===== src/rtl/trig_pkg.sv =====
// Shared encodings and constants for the trigger sequencer slice.
// The FSM state codes double as the externally visible state output.
package trig_pkg;

    typedef enum logic [2:0] {
        ST_IDLE    = 3'd0,
        ST_ARMED   = 3'd1,
        ST_FIRE    = 3'd2,
        ST_RUN     = 3'd3,
        ST_HOLDOFF = 3'd4
    } state_t;

    localparam int unsigned BURST_W       = 10;
    localparam logic [9:0]  DEFAULT_BURST = 10'd200;

    // Bits needed to count 0 .. n-1; never narrower than one bit.
    function automatic int unsigned cnt_width(input int unsigned n);
        return (n > 1) ? $clog2(n) : 1;
    endfunction

endpackage


===== src/rtl/btn_debounce.sv =====
// Two-flop synchronizer plus debouncer for an active-low push button.
// o_press pulses for one cycle when the accepted level falls 1 -> 0.
module btn_debounce
    import trig_pkg::*;
#(
    parameter int unsigned DEBOUNCE_CYCLES = 1000000
) (
    input  logic i_clk,
    input  logic i_rst_n,
    input  logic i_raw,
    output logic o_press
);

    localparam int unsigned CNT_W = cnt_width(DEBOUNCE_CYCLES);

    logic [1:0]       r_sync;
    logic             r_stable;
    logic [CNT_W-1:0] r_cnt;
    logic             r_press;
    logic             w_sync;

    assign w_sync  = r_sync[1];
    assign o_press = r_press;

    // Any sample matching the accepted level restarts the qualification count.
    always_ff @(posedge i_clk or negedge i_rst_n) begin
        if (!i_rst_n) begin
            r_sync   <= 2'b11;
            r_stable <= 1'b1;
            r_cnt    <= '0;
            r_press  <= 1'b0;
        end else begin
            r_sync  <= {r_sync[0], i_raw};
            r_press <= 1'b0;
            if (w_sync == r_stable) begin
                r_cnt <= '0;
            end else if (r_cnt == CNT_W'(DEBOUNCE_CYCLES - 1)) begin
                r_stable <= w_sync;
                r_cnt    <= '0;
                r_press  <= ~w_sync;
            end else begin
                r_cnt <= r_cnt + 1'b1;
            end
        end
    end

endmodule


===== src/rtl/trigger_sequencer.sv =====
// Button-armed, trigger-fired burst launcher with run timeout and holdoff.
// Handshake: start pulses for the single FIRE cycle; done (level or pulse) is only looked at in RUN.
module trigger_sequencer
    import trig_pkg::*;
#(
    parameter int unsigned DEBOUNCE_CYCLES = 1000000,
    parameter int unsigned HOLDOFF_CYCLES  = 5000000,
    parameter int unsigned RUN_TIMEOUT     = 50000000
) (
    input  logic               clk,
    input  logic               reset,
    input  logic               load_n,
    input  logic               trigger,
    input  logic [BURST_W-1:0] sw,
    input  logic               done,
    output logic               start,
    output logic [BURST_W-1:0] burst_len,
    output logic               armed,
    output logic               busy,
    output logic               err,
    output logic [2:0]         state
);

    localparam int unsigned CNT_MAX = (RUN_TIMEOUT > HOLDOFF_CYCLES) ? RUN_TIMEOUT : HOLDOFF_CYCLES;
    localparam int unsigned CNT_W   = cnt_width(CNT_MAX);

    state_t             r_state;
    logic               r_start;
    logic               r_armed;
    logic               r_busy;
    logic               r_err;
    logic [BURST_W-1:0] r_burst_len;
    logic [CNT_W-1:0]   r_cnt;
    logic [2:0]         r_trig;
    logic               w_press;
    logic               w_fire;

    btn_debounce #(
        .DEBOUNCE_CYCLES(DEBOUNCE_CYCLES)
    ) u_load_debounce (
        .i_clk  (clk),
        .i_rst_n(reset),
        .i_raw  (load_n),
        .o_press(w_press)
    );

    // r_trig = {previous, sync stage 2, sync stage 1}; reset high so a held trigger cannot fire on release.
    always_ff @(posedge clk or negedge reset) begin
        if (!reset) begin
            r_trig <= 3'b111;
        end else begin
            r_trig <= {r_trig[1:0], trigger};
        end
    end

    assign w_fire = r_trig[1] & ~r_trig[2];

    always_ff @(posedge clk or negedge reset) begin
        if (!reset) begin
            r_state     <= ST_IDLE;
            r_start     <= 1'b0;
            r_armed     <= 1'b0;
            r_busy      <= 1'b0;
            r_err       <= 1'b0;
            r_burst_len <= '0;
            r_cnt       <= '0;
        end else begin
            r_start <= 1'b0;
            case (r_state)
                ST_IDLE: begin
                    if (w_press) begin
                        r_state     <= ST_ARMED;
                        r_armed     <= 1'b1;
                        r_err       <= 1'b0;
                        r_burst_len <= (sw == '0) ? DEFAULT_BURST : sw;
                    end
                end
                ST_ARMED: begin
                    if (w_fire) begin
                        r_state <= ST_FIRE;
                        r_armed <= 1'b0;
                        r_busy  <= 1'b1;
                        r_start <= 1'b1;
                    end else if (w_press) begin
                        r_state <= ST_IDLE;
                        r_armed <= 1'b0;
                    end
                end
                ST_FIRE: begin
                    r_state <= ST_RUN;
                    r_cnt   <= '0;
                end
                ST_RUN: begin
                    if (done) begin
                        r_state <= ST_HOLDOFF;
                        r_cnt   <= '0;
                    end else if (r_cnt == CNT_W'(RUN_TIMEOUT - 1)) begin
                        r_state <= ST_HOLDOFF;
                        r_err   <= 1'b1;
                        r_cnt   <= '0;
                    end else begin
                        r_cnt <= r_cnt + 1'b1;
                    end
                end
                ST_HOLDOFF: begin
                    if (r_cnt == CNT_W'(HOLDOFF_CYCLES - 1)) begin
                        r_state <= ST_IDLE;
                        r_busy  <= 1'b0;
                        r_cnt   <= '0;
                    end else begin
                        r_cnt <= r_cnt + 1'b1;
                    end
                end
                default: begin
                    r_state <= ST_IDLE;
                    r_armed <= 1'b0;
                    r_busy  <= 1'b0;
                    r_cnt   <= '0;
                end
            endcase
        end
    end

    assign start     = r_start;
    assign armed     = r_armed;
    assign busy      = r_busy;
    assign err       = r_err;
    assign burst_len = r_burst_len;
    assign state     = r_state;

endmodule


===== config.mk =====
export PLATFORM = sky130hd
export DESIGN_NAME = trigger_sequencer
export DESIGN_NICKNAME = d
export VERILOG_FILES = /design/src/rtl/trig_pkg.sv /design/src/rtl/btn_debounce.sv /design/src/rtl/trigger_sequencer.sv
export SDC_FILE = /design/constraint.sdc
export NUM_CORES = 1
export LEC_CHECK = 0
export BUFFER_PORTS_ARGS = -buffer_cell sky130_fd_sc_hd__buf_2
export CAP_MARGIN = 20
export CORE_UTILIZATION = 64
export DETAILED_ROUTE_END_ITERATION = 12
export PLACE_DENSITY = 0.93
export SLEW_MARGIN = 15
export SYNTH_ARGS = -nofsm -noshare
export SYNTH_HDL_FRONTEND = slang
export SYNTH_SLANG_ARGS = --single-unit

===== constraint.sdc =====
create_clock -name clk -period 6.85 [get_ports clk]
set_input_delay 1.0275 -clock clk [delete_from_list [all_inputs] [get_ports clk]]
set_output_delay 1.0275 -clock clk [all_outputs]
set_load 0.01 [all_outputs]

# Word-level counts from Yosys, hierarchy flattened
# Index checks and enable logic that the tools add are counted.
[classes]
addsub = 2
n_eq_ne = 15
muxes = 28
n_bitwise = 6
n_reduce_logical = 12
[ops]
columns = ["cell", "n"]
rows = [
  ["2-to-1 mux 26 bit", 3],
  ["one-hot mux 26 bit (3 select lines)", 1],
  ["2-to-1 mux 20 bit", 2],
  ["adder 26 x 1 -> 26 bit (second input constant)", 1],
  ["equality test 26 x 23 -> 1 bit (second input constant)", 1],
  ["equality test 26 bit (second input constant)", 1],
  ["adder 20 x 1 -> 20 bit (second input constant)", 1],
  ["equality test 20 bit (second input constant)", 1],
  ["2-to-1 mux 3 bit", 6],
  ["one-hot mux 3 bit (5 select lines)", 1],
  ["2-to-1 mux 1 bit", 11],
  ["zero test 10 bit", 1],
  ["2-to-1 mux 10 bit", 1],
  ["!= test 2 bit (second input constant)", 4],
  ["AND reduction 4 bit", 2],
  ["equality test 3 x 2 -> 1 bit (second input constant)", 2],
  ["one-hot mux 1 bit (3 select lines)", 2],
  ["AND reduction 3 bit", 2],
  ["OR reduction 3 bit", 2],
  ["NOT 1 bit", 5],
  ["AND reduction 2 bit", 2],
  ["equality test 3 x 1 -> 1 bit (second input constant)", 1],
  ["equality test 3 bit (second input constant)", 1],
  ["zero test 3 bit", 1],
  ["8 further kinds", 8],
]
[totals]
register_bits = 70
input_bits = 15
output_inout_bits = 17
elab_cells = 75

# Logic depth before layout (Yosys ltp)
# Gate-level depths: netlist (run 1).
[logic_depth]
word_depth = 4
depth_mapped = 7
ltp_nobuf = 6

# By module
# A second synthesis (run 1) with hierarchy kept.
[hier_totals]
cells_unflattened = 380
area_unflattened_um2 = 3669.8
[by_module_without_submodules]
columns = ["module", "n_inst", "cells_each", "area_per_inst_um2", "seq_area_each_um2"]
rows = [
  ["trigger_sequencer", 1, 264, 2529.9, 1154.9],
  ["btn_debounce", 1, 116, 1139.8, 604.3],
]

# Worst setup path after synthesis (run 1)
# Ideal clock, no wire load.
[synth_timing]
kind = "in2reg"
from = "input sw[6]"
to = "register r_burst_len[3] (netlist: burst_len[3])"
setup_time_ns = 0.066
arrival_ns = 2.177
required_time_ns = 6.784
slack_ns = 4.607
stages = 3
path_buffers = 0
cell_sequence = "or4_1 o41ai_1 o22a_1"
[synth_via]
elab_chain_len = 2
[synth_rtl]
columns = ["element", "line", "rtl"]
rows = [
  ["start: declaration", "trigger_sequencer.sv:14", "input logic [BURST_W-1:0] sw,"],
  ["zero test 10 bit", "trigger_sequencer.sv:75", "r_burst_len <= (sw == '0) ? DEFAULT_BURST : sw;"],
  ["2-to-1 mux 10 bit", "trigger_sequencer.sv:75", ""],
  ["end signal: assignment", "trigger_sequencer.sv:75", ""],
  ["end: declaration", "trigger_sequencer.sv:32", "logic [BURST_W-1:0] r_burst_len;"],
]
# Every way passes these cells.
# A chain may end at the register's enable or synchronous reset.

# Final worst setup path (run 1)
[layout_timing]
from = "register r_cnt[0]"
to = "register r_cnt[12]"
[layout_via]
elab_chain_len = 4
word_cells_on_any_way = 7
classes_between = "add/sub (1); eq/ne (2); mux (4)"
[layout_rtl]
columns = ["element", "line", "rtl"]
rows = [
  ["start: declaration", "trigger_sequencer.sv:33", "logic [CNT_W-1:0] r_cnt;"],
  ["start signal: assignment", "trigger_sequencer.sv:102", "r_cnt <= r_cnt + 1'b1;"],
  ["start signal: assignment", "trigger_sequencer.sv:111", "r_cnt <= r_cnt + 1'b1;"],
  ["adder 26 x 1 -> 26 bit / equality test 26 bit (equally long branches)", "trigger_sequencer.sv:102, trigger_sequencer.sv:111, trigger_sequencer.sv:97", ""],
  ["2-to-1 mux 26 bit", "trigger_sequencer.sv:97", "end else if (r_cnt == CNT_W'(RUN_TIMEOUT - 1)) begin"],
  ["2-to-1 mux 26 bit", "trigger_sequencer.sv:94", "if (done) begin"],
  ["one-hot mux 26 bit (3 select lines) (*)", "trigger_sequencer.sv:69", "case (r_state)"],
]
# Every way passes the cells marked *; elsewhere a longest branch is shown, timed or not.

==> out/results.md, run 1 <==
Place
• **Final GP Congestion** 0.852
• **placed cell count** 447
• **count of buffers from port buffering** 31
• **Post-DP HPWL** 5070 um

Run
• **max capacitance violation total** 0

Final layout
• **fill cell total of the finished layout** 352
• **final net count** 405
• **footprint of the multi-input gates** 1640 um^2
• **fraction of final layout cells sized beyond drive strength 1** 0.170
• **Non-Filler Instances** 463
• **Layout Area Growth over Synthesis** 9.98%
• **ant diodes** 0
• **area of all sequential standard cells** 1760 um^2

Routing
• **# DRC** 0
• **wirelength, routed** 7780 um
• **iteration-0 DRC count of the detailed router** 286
• **count of TritonRoute iterations in the first routing pass** 5
• **mean routed wirelength per cell** 16.8 um
• **count of antenna-violating nets left after detailed routing** 0
• **post-DR vias/cell** 6.33
• **routed vias** 2932

Die
• **die span in x** 76.2 um
• **placement row count** 26
• **die footprint** 5800 um^2
• **effective utilization at floorplan** 0.677
• **num ports** 32
• **die span in y** 76.2 um
• **core area** 5200 um^2

Worst setup path
• **path type of the worst setup path** register to register
• **origin of the critical flop-to-flop path** r_cnt[0]
• **nature of the critical path endpoint** register
• **worst reg2reg path depth** 6
• **CP Launch Type** register
• **data arrival time of the critical path** 2.73 ns
• **peak fanout along the critical path** 22
• **WP data required** 7.06 ns
• **reg-to-reg setup timing slack** 4.33 ns
• **endpoint of the worst-slack reg-to-reg timing path** r_cnt[12]

Synthesis
• **number of warnings printed during yosys synthesis** 0
• **cell with the most instances after synthesis** dfrtp_1
• **fraction of registers with async set or reset after synthesis** 1.00
• **synth unique cells** 54
• **cell types with the highest counts after synthesis** 64 x dfrtp_1, 43 x nand2_1, 41 x nor2_1
• **post-synthesis area per instance** 9.78 um^2
• **sequential cell area fraction in the yosys report** 0.499
• **top cell type by total area after synthesis** dfrtp_1
• **count of state elements after synthesis** 70
• **share of the synthesized area in the top cell type** 0.455
• **most used flip-flop cell after synthesis** dfrtp_1
• **Net Count, Synth** 377
• **cell types with the largest area share after synthesis** dfrtp_1 45%, nand2_1 4.6%, dfstp_2 4.5%, nor2_1 4.4%, xnor2_1 3.5%
• **Synth Cell Area** 3520 um^2
• **number of cells produced by synthesis** 360
• **number of synthesized flops with an enable pin** 0

Clock network
• **number of buffers added for setup after CTS** 0
• **clock net sink count** 70
• **maximum level of the CTS H-tree** 3
• **clock input transition at the sequential cells of the worst setup and hold paths** 0.07 ns
• **number of hold-repair buffers added at the cts stage** 0
• **post-cts sizing count** 0
• **root cell of the clock tree** clkbuf_8
• **Longest Clk Path Bufs** 2
• **clock buffer count from CTS** 9
• **CTS tree** yes
• **clock insertion delay at the later pin of the skew report** 0.35 ns

Global routing
• **pin count of the biggest net entering global routing** 71
• **grt total ovfl** 0
• **number of antenna violations at the first check in global routing** 0
• **global router's overall resource usage** 0.289
• **global-route wire length before repair** 13300 um
• **number of global-route vias before repair** 2822

Timing
• **final setup violation count** 0
• **final cycle utilization of the critical path** 0.367
• **slew of the pin with the lowest slew margin** 0.864 ns
• **Total Negative Setup Slacks** 0 ns
• **peak clock frequency supported by timing** 397 MHz
• **final-report max-slew violation count** 0
• **worst clock skew** 0.00811 ns
• **time the worst path needs with I/O delays and setup** 2.52 ns
• **worst slew slack as a fraction of its limit** 0.424
• **Final Hold Vio Count** 0
• **setup repair after global routing missed its margin** false

Hold path
• **launch instance of the worst min-delay path** r_trig[0]
• **Hold Path Cell Cnt** 0
• **Worst Hold Endpoint** r_trig[1]
• **Hold WC Path Type** register to register

Pwr
• **leakage power of the design** 1.72 nW
• **Worst IR Drop VDD** 0.165 mV
• **power per standard cell area** 191 nW/um^2

Run status
• **status** complete, no violations

==> layout by cell type (no fill, tap or decap), types with 2 or more instances in the layout <==
master,netlist,routed
o21ai_1,8,8
nand2_1,43,43
or4_1,4,4
buf_4,1,3
o211ai_1,7,7
inv_1,7,7
o22ai_1,8,8
or3_1,3,3
clkbuf_1,12,2
a21oi_1,7,7
buf_2,0,31
dfstp_2,6,6
clkinvlp_4,0,2
o31a_1,3,3
dfrtp_1,64,64
nor2b_1,3,3
nand3_1,17,17
ha_1,2,2
xnor2_1,14,14
nor3_1,8,8
nand3b_1,3,3
a22oi_1,2,2
clkbuf_8,1,11
o22a_1,3,3
mux2_2,8,8
nand4_1,16,16
nor4_1,6,6
nor2_1,41,41
and4_1,3,3
and3_1,5,5
nor4b_1,6,6
xor2_1,14,14
nor3b_1,4,4
o21ai_0,6,6
o21bai_1,2,2
a21o_1,2,2
==> where the power goes <==
group	switching [mW]	total, mW	internal (mW)
Clock	0.151	0.302	0.151
Combinational	0.0129	0.0182	0.00530
Sequential	0.00231	0.420	0.417
Total	0.167	0.740	0.573
==> state kept, by name, summed over array words and instances (netlist names), 2 cells and up <==
register / count
u_load_debounce.r_sync: 2
state: 3
r_trig: 3
burst_len: 10
u_load_debounce.r_cnt: 20
r_cnt: 26
==> worst max-delay path, stage by stage, from the launching register on <==
cell and delay, ns:
dfrtp_1 0.42, ha_1 0.24, and4_1 0.32, nand4b_1 0.23, o211a_1 0.58, nor2_4 0.44, o211ai_1 0.16
==> worst max-delay path by stage <==
stage	from	end	slack, ns	cells past startpoint
after floorplan	sw[6]	burst_len[3]	4.61	3
after global placement	sw[6]	burst_len[7]	4.44	4
after detailed placement	sw[6]	burst_len[3]	4.34	4
after CTS	r_cnt[0]	r_cnt[12]	4.36	6
after global routing	r_cnt[0]	r_cnt[12]	4.13	6
final	r_cnt[0]	r_cnt[12]	4.33	6
==> routing by layer <==
metal | routed length (um) | track usage
met5 | 0 | 0
met2 | 4040 | 0.487
met3 | 436 | 0.0790
met4 | 115 | 0.112
met1 | 3190 | 0.354
==> cell type report <==
| class | instances | share of cell area |
|---|---|---|
| Multi-Input combinational cell | 266 | 0.424 |
| Inverter | 7 | 0.00678 |
| Timing Repair Buffer | 34 | 0.0459 |
| Clock buffer | 13 | 0.0410 |
| Tap cell | 70 | 0.0226 |
| Sequential cell | 70 | 0.454 |
| Clock inverter | 3 | 0.00517 |
==> cells by family (layout without fill, tap and decap cells) <==
kind of cell / after synthesis / count (layout) / synth area share
multiplexers: 9 / 9 / 0.0284
XOR/XNOR: 28 / 28 / 0.0696
adder cells (fa/ha/maj): 2 / 2 / 0.00710
buffers and inverters: 24 / 57 / 0.0337
AND/OR/NAND/NOR: 170 / 170 / 0.249
flip-flops: 70 / 70 / 0.499
AO/OA/AOI/OAI: 57 / 57 / 0.112
==> per-stage QoR <==
step | util | cell area, um^2 | power (mW) | setup WS [ns] | hold WS (ns)
after floorplan | - | 3520 | 0.431 | 4.61 | 0.345
after global placement | 0.710 | 3690 | 0.445 | 4.44 | 0.348
after detailed placement | 0.710 | 3690 | 0.446 | 4.34 | 0.349
after CTS | 0.744 | 3870 | 0.745 | 4.36 | 0.360
after global routing | 0.744 | 3870 | 0.766 | 4.13 | 0.359
final | 0.744 | 3870 | 0.740 | 4.33 | 0.356
Note: power is estimated with default switching activity, not from simulation.
==> run 2: changes to the inputs <==
--- a/config.mk
+++ b/config.mk
@@ -7,9 +7,9 @@
 export LEC_CHECK = 0
 export BUFFER_PORTS_ARGS = -buffer_cell sky130_fd_sc_hd__buf_2
 export CAP_MARGIN = 20
-export CORE_UTILIZATION = 64
+export CORE_UTILIZATION = 59
 export DETAILED_ROUTE_END_ITERATION = 12
-export PLACE_DENSITY = 0.93
+export PLACE_DENSITY = 0.87
 export SLEW_MARGIN = 15
 export SYNTH_ARGS = -nofsm -noshare
 export SYNTH_HDL_FRONTEND = slang
==> constraint.sdc (replaced) <==
create_clock -name clk -period 2.5 [get_ports clk]
set_input_delay 0.375 -clock clk [delete_from_list [all_inputs] [get_ports clk]]
set_output_delay 0.375 -clock clk [all_outputs]
set_load 0.01 [all_outputs]
==> out/results.md, run 2 (synthesis results as in run 1) <==
Clock network
• **maximum level of the CTS H-tree** 3, unchanged
• **number of hold-repair buffers added at the cts stage** 0, unchanged
• **post-cts sizing count** 0, unchanged
• **clock net sink count** 70, unchanged
• **clock insertion delay at the later pin of the skew report** 0.34 ns, was 0.35 ns
• **CTS tree** yes, unchanged
• **Longest Clk Path Bufs** 2, unchanged
• **clock input transition at the sequential cells of the worst setup and hold paths** 0.08 ns, was 0.07 ns
• **clock buffer count from CTS** 9, unchanged
• **number of buffers added for setup after CTS** 0, unchanged
• **root cell of the clock tree** clkbuf_8, unchanged

Routing
• **highest routed metal layer** met4, unchanged
• **metal2 WL** 4180 um, was 4040 um
• **count of antenna-violating nets left after detailed routing** 0, unchanged
• **mean routed wirelength per cell** 17.1 um, was 16.8 um
• **iteration-0 DRC count of the detailed router** 300, was 286
• **Met3 Routed Length** 441 um, was 436 um
• **count of TritonRoute iterations in the first routing pass** 4, was 5
• **# DRC** 0, unchanged
• **wirelength, routed** 8090 um, was 7780 um
• **post-route met1 wirelength** 3260 um, was 3190 um
• **post-DR vias/cell** 6.16, was 6.33
• **routed vias** 2920, was 2932

Place
• **dpl ws** 0.173 ns, was 4.34 ns
• **count of buffers from port buffering** 31, unchanged
• **Final GP Congestion** 0.844, was 0.852
• **Post-DP HPWL** 5570 um, was 5070 um

Worst setup path
• **nature of the critical path endpoint** register, unchanged
• **critical-path cell with the highest stage delay** or4_4, was o211a_1
• **Buffers & Inverters on Critical Path** 0, unchanged
• **peak fanout along the critical path** 15, was 22
• **WP data required** 2.70 ns, was 7.06 ns
• **data arrival time of the critical path** 2.57 ns, was 2.73 ns
• **CP peak stage delay** 0.51 ns, was 0.58 ns
• **path type of the worst setup path** register to register, unchanged
• **Crit path max-delay family** simple AND/OR/NAND/NOR gates, unchanged
• **cell-by-cell trace of the critical path** or4b_1 > or4_4 > o21a_4 > nor2_4 > o211ai_1, was ha_1 > and4_1 > nand4b_1 > o211a_1 > nor2_4 > o211ai_1
• **CP Launch Type** register, unchanged

Global routing
• **global-route wire length before repair** 13500 um, was 13300 um
• **global router's overall resource usage** 0.283, was 0.289
• **pin count of the biggest net entering global routing** 48, was 71
• **number of global-route vias before repair** 2934, was 2822
• **number of antenna violations at the first check in global routing** 0, unchanged
• **grt total ovfl** 0, unchanged

Die
• **die span in x** 79.3 um, was 76.2 um
• **effective utilization at floorplan** 0.624, was 0.677
• **core area** 5640 um^2, was 5200 um^2
• **die span in y** 79.3 um, was 76.2 um
• **num ports** 32, unchanged
• **die footprint** 6280 um^2, was 5800 um^2
• **placement row count** 27, was 26

Timing
• **final setup violation count** 0, unchanged
• **setup repair after global routing missed its margin** false, unchanged
• **setup ws final** 0.128 ns, was 4.33 ns
• **time the worst path needs with I/O delays and setup** 2.37 ns, was 2.52 ns
• **worst slew slack as a fraction of its limit** 0.530, was 0.424
• **slew of the pin with the lowest slew margin** 0.697 ns, was 0.864 ns
• **Final Hold Vio Count** 0, unchanged
• **final-report max-slew violation count** 0, unchanged
• **worst clock skew** 0.00841 ns, was 0.00811 ns
• **Total Negative Setup Slacks** 0 ns, unchanged
• **final hold slack** 0.0191 ns, was 0.356 ns
• **final cycle utilization of the critical path** 0.949, was 0.367
• **peak clock frequency supported by timing** 422 MHz, was 397 MHz

Pwr
• **Pwr Total** 2.16 mW, was 0.740 mW
• **leakage power of the design** 1.80 nW, was 1.72 nW
• **Worst IR Drop VDD** 0.481 mV, was 0.165 mV
• **power per standard cell area** 542 nW/um^2, was 191 nW/um^2

Final layout
• **commonest non-fill, non-tap cell in the layout** dfrtp_1, unchanged
• **final net count** 414, was 405
• **most frequent cells in the layout** 64 x dfrtp_1, 43 x nand2_1, 41 x nor2_1, unchanged
• **max reg flops** 26, unchanged
• **fraction of final layout cells sized beyond drive strength 1** 0.192, was 0.170
• **top register by number of flip-flops** r_cnt, unchanged
• **ant diodes** 0, unchanged
• **Layout Area Growth over Synthesis** 13.3%, was 9.98%

Hold path
• **Hold WC Path Type** input pin to asynchronous set/reset pin, was register to register

Run status
• **status** complete, no violations, unchanged

Run
• **max capacitance violation total** 0, unchanged

## run 2: cell count changes in the layout (fill, tap and decap cells not counted)
cell and delta:
bufinv_16 +1, buf_12 +1, clkbuf_8 +1, buf_4 +8, clkinvlp_4 -1, clkbuf_1 -1
## run 2: where the power goes
part | switching (mW) | internal (mW)
Sequential | 0.00689 | 1.14
Clock | 0.413 | 0.542
Combinational | 0.0376 | 0.0182
## run 2: final cells by class
cell class,count,area (um^2)
multi-input combinational,266,1640
clock inverter,3,42.5
tap,72,90.1
inverter,7,26.3
sequential,70,1760
timing repair buffer,43,258
clock buffer,13,169
fill,420,1650
## run 2: worst paths after layout
path	from	end	slack, ns	cells past startpoint
hold reg to reg	u_load_debounce.r_sync[0]	u_load_debounce.r_sync[1]	0.36	0
hold / removal	reset	r_cnt[23]	0.02	1
max in group asynchronous	reset	r_trig[1]	1.78	2
setup reg to reg	r_cnt[11]	r_cnt[8]	0.13	5
min in group clk	load_n	u_load_debounce.r_sync[0]	0.13	1
setup / recovery	r_cnt[11]	r_cnt[8]	0.13	5
## run 2: metal layers
layer / vias to the layer above / GRT usage
li1: 1368 / -
met1: 1413 / 0.332
met2: 110 / 0.481
met3: 29 / 0.0793
met4: 0 / 0.131
met5: - / 0
## run 2: through the flow
stage / std cells / utilization / cell area, um^2
global route: 474 / 0.707 / 3990
detailed placement: 458 / 0.670 / 3780
floorplan: 360 / - / 3520
finish: 474 / 0.707 / 3990
CTS: 474 / 0.707 / 3990
global placement: 458 / 0.670 / 3780
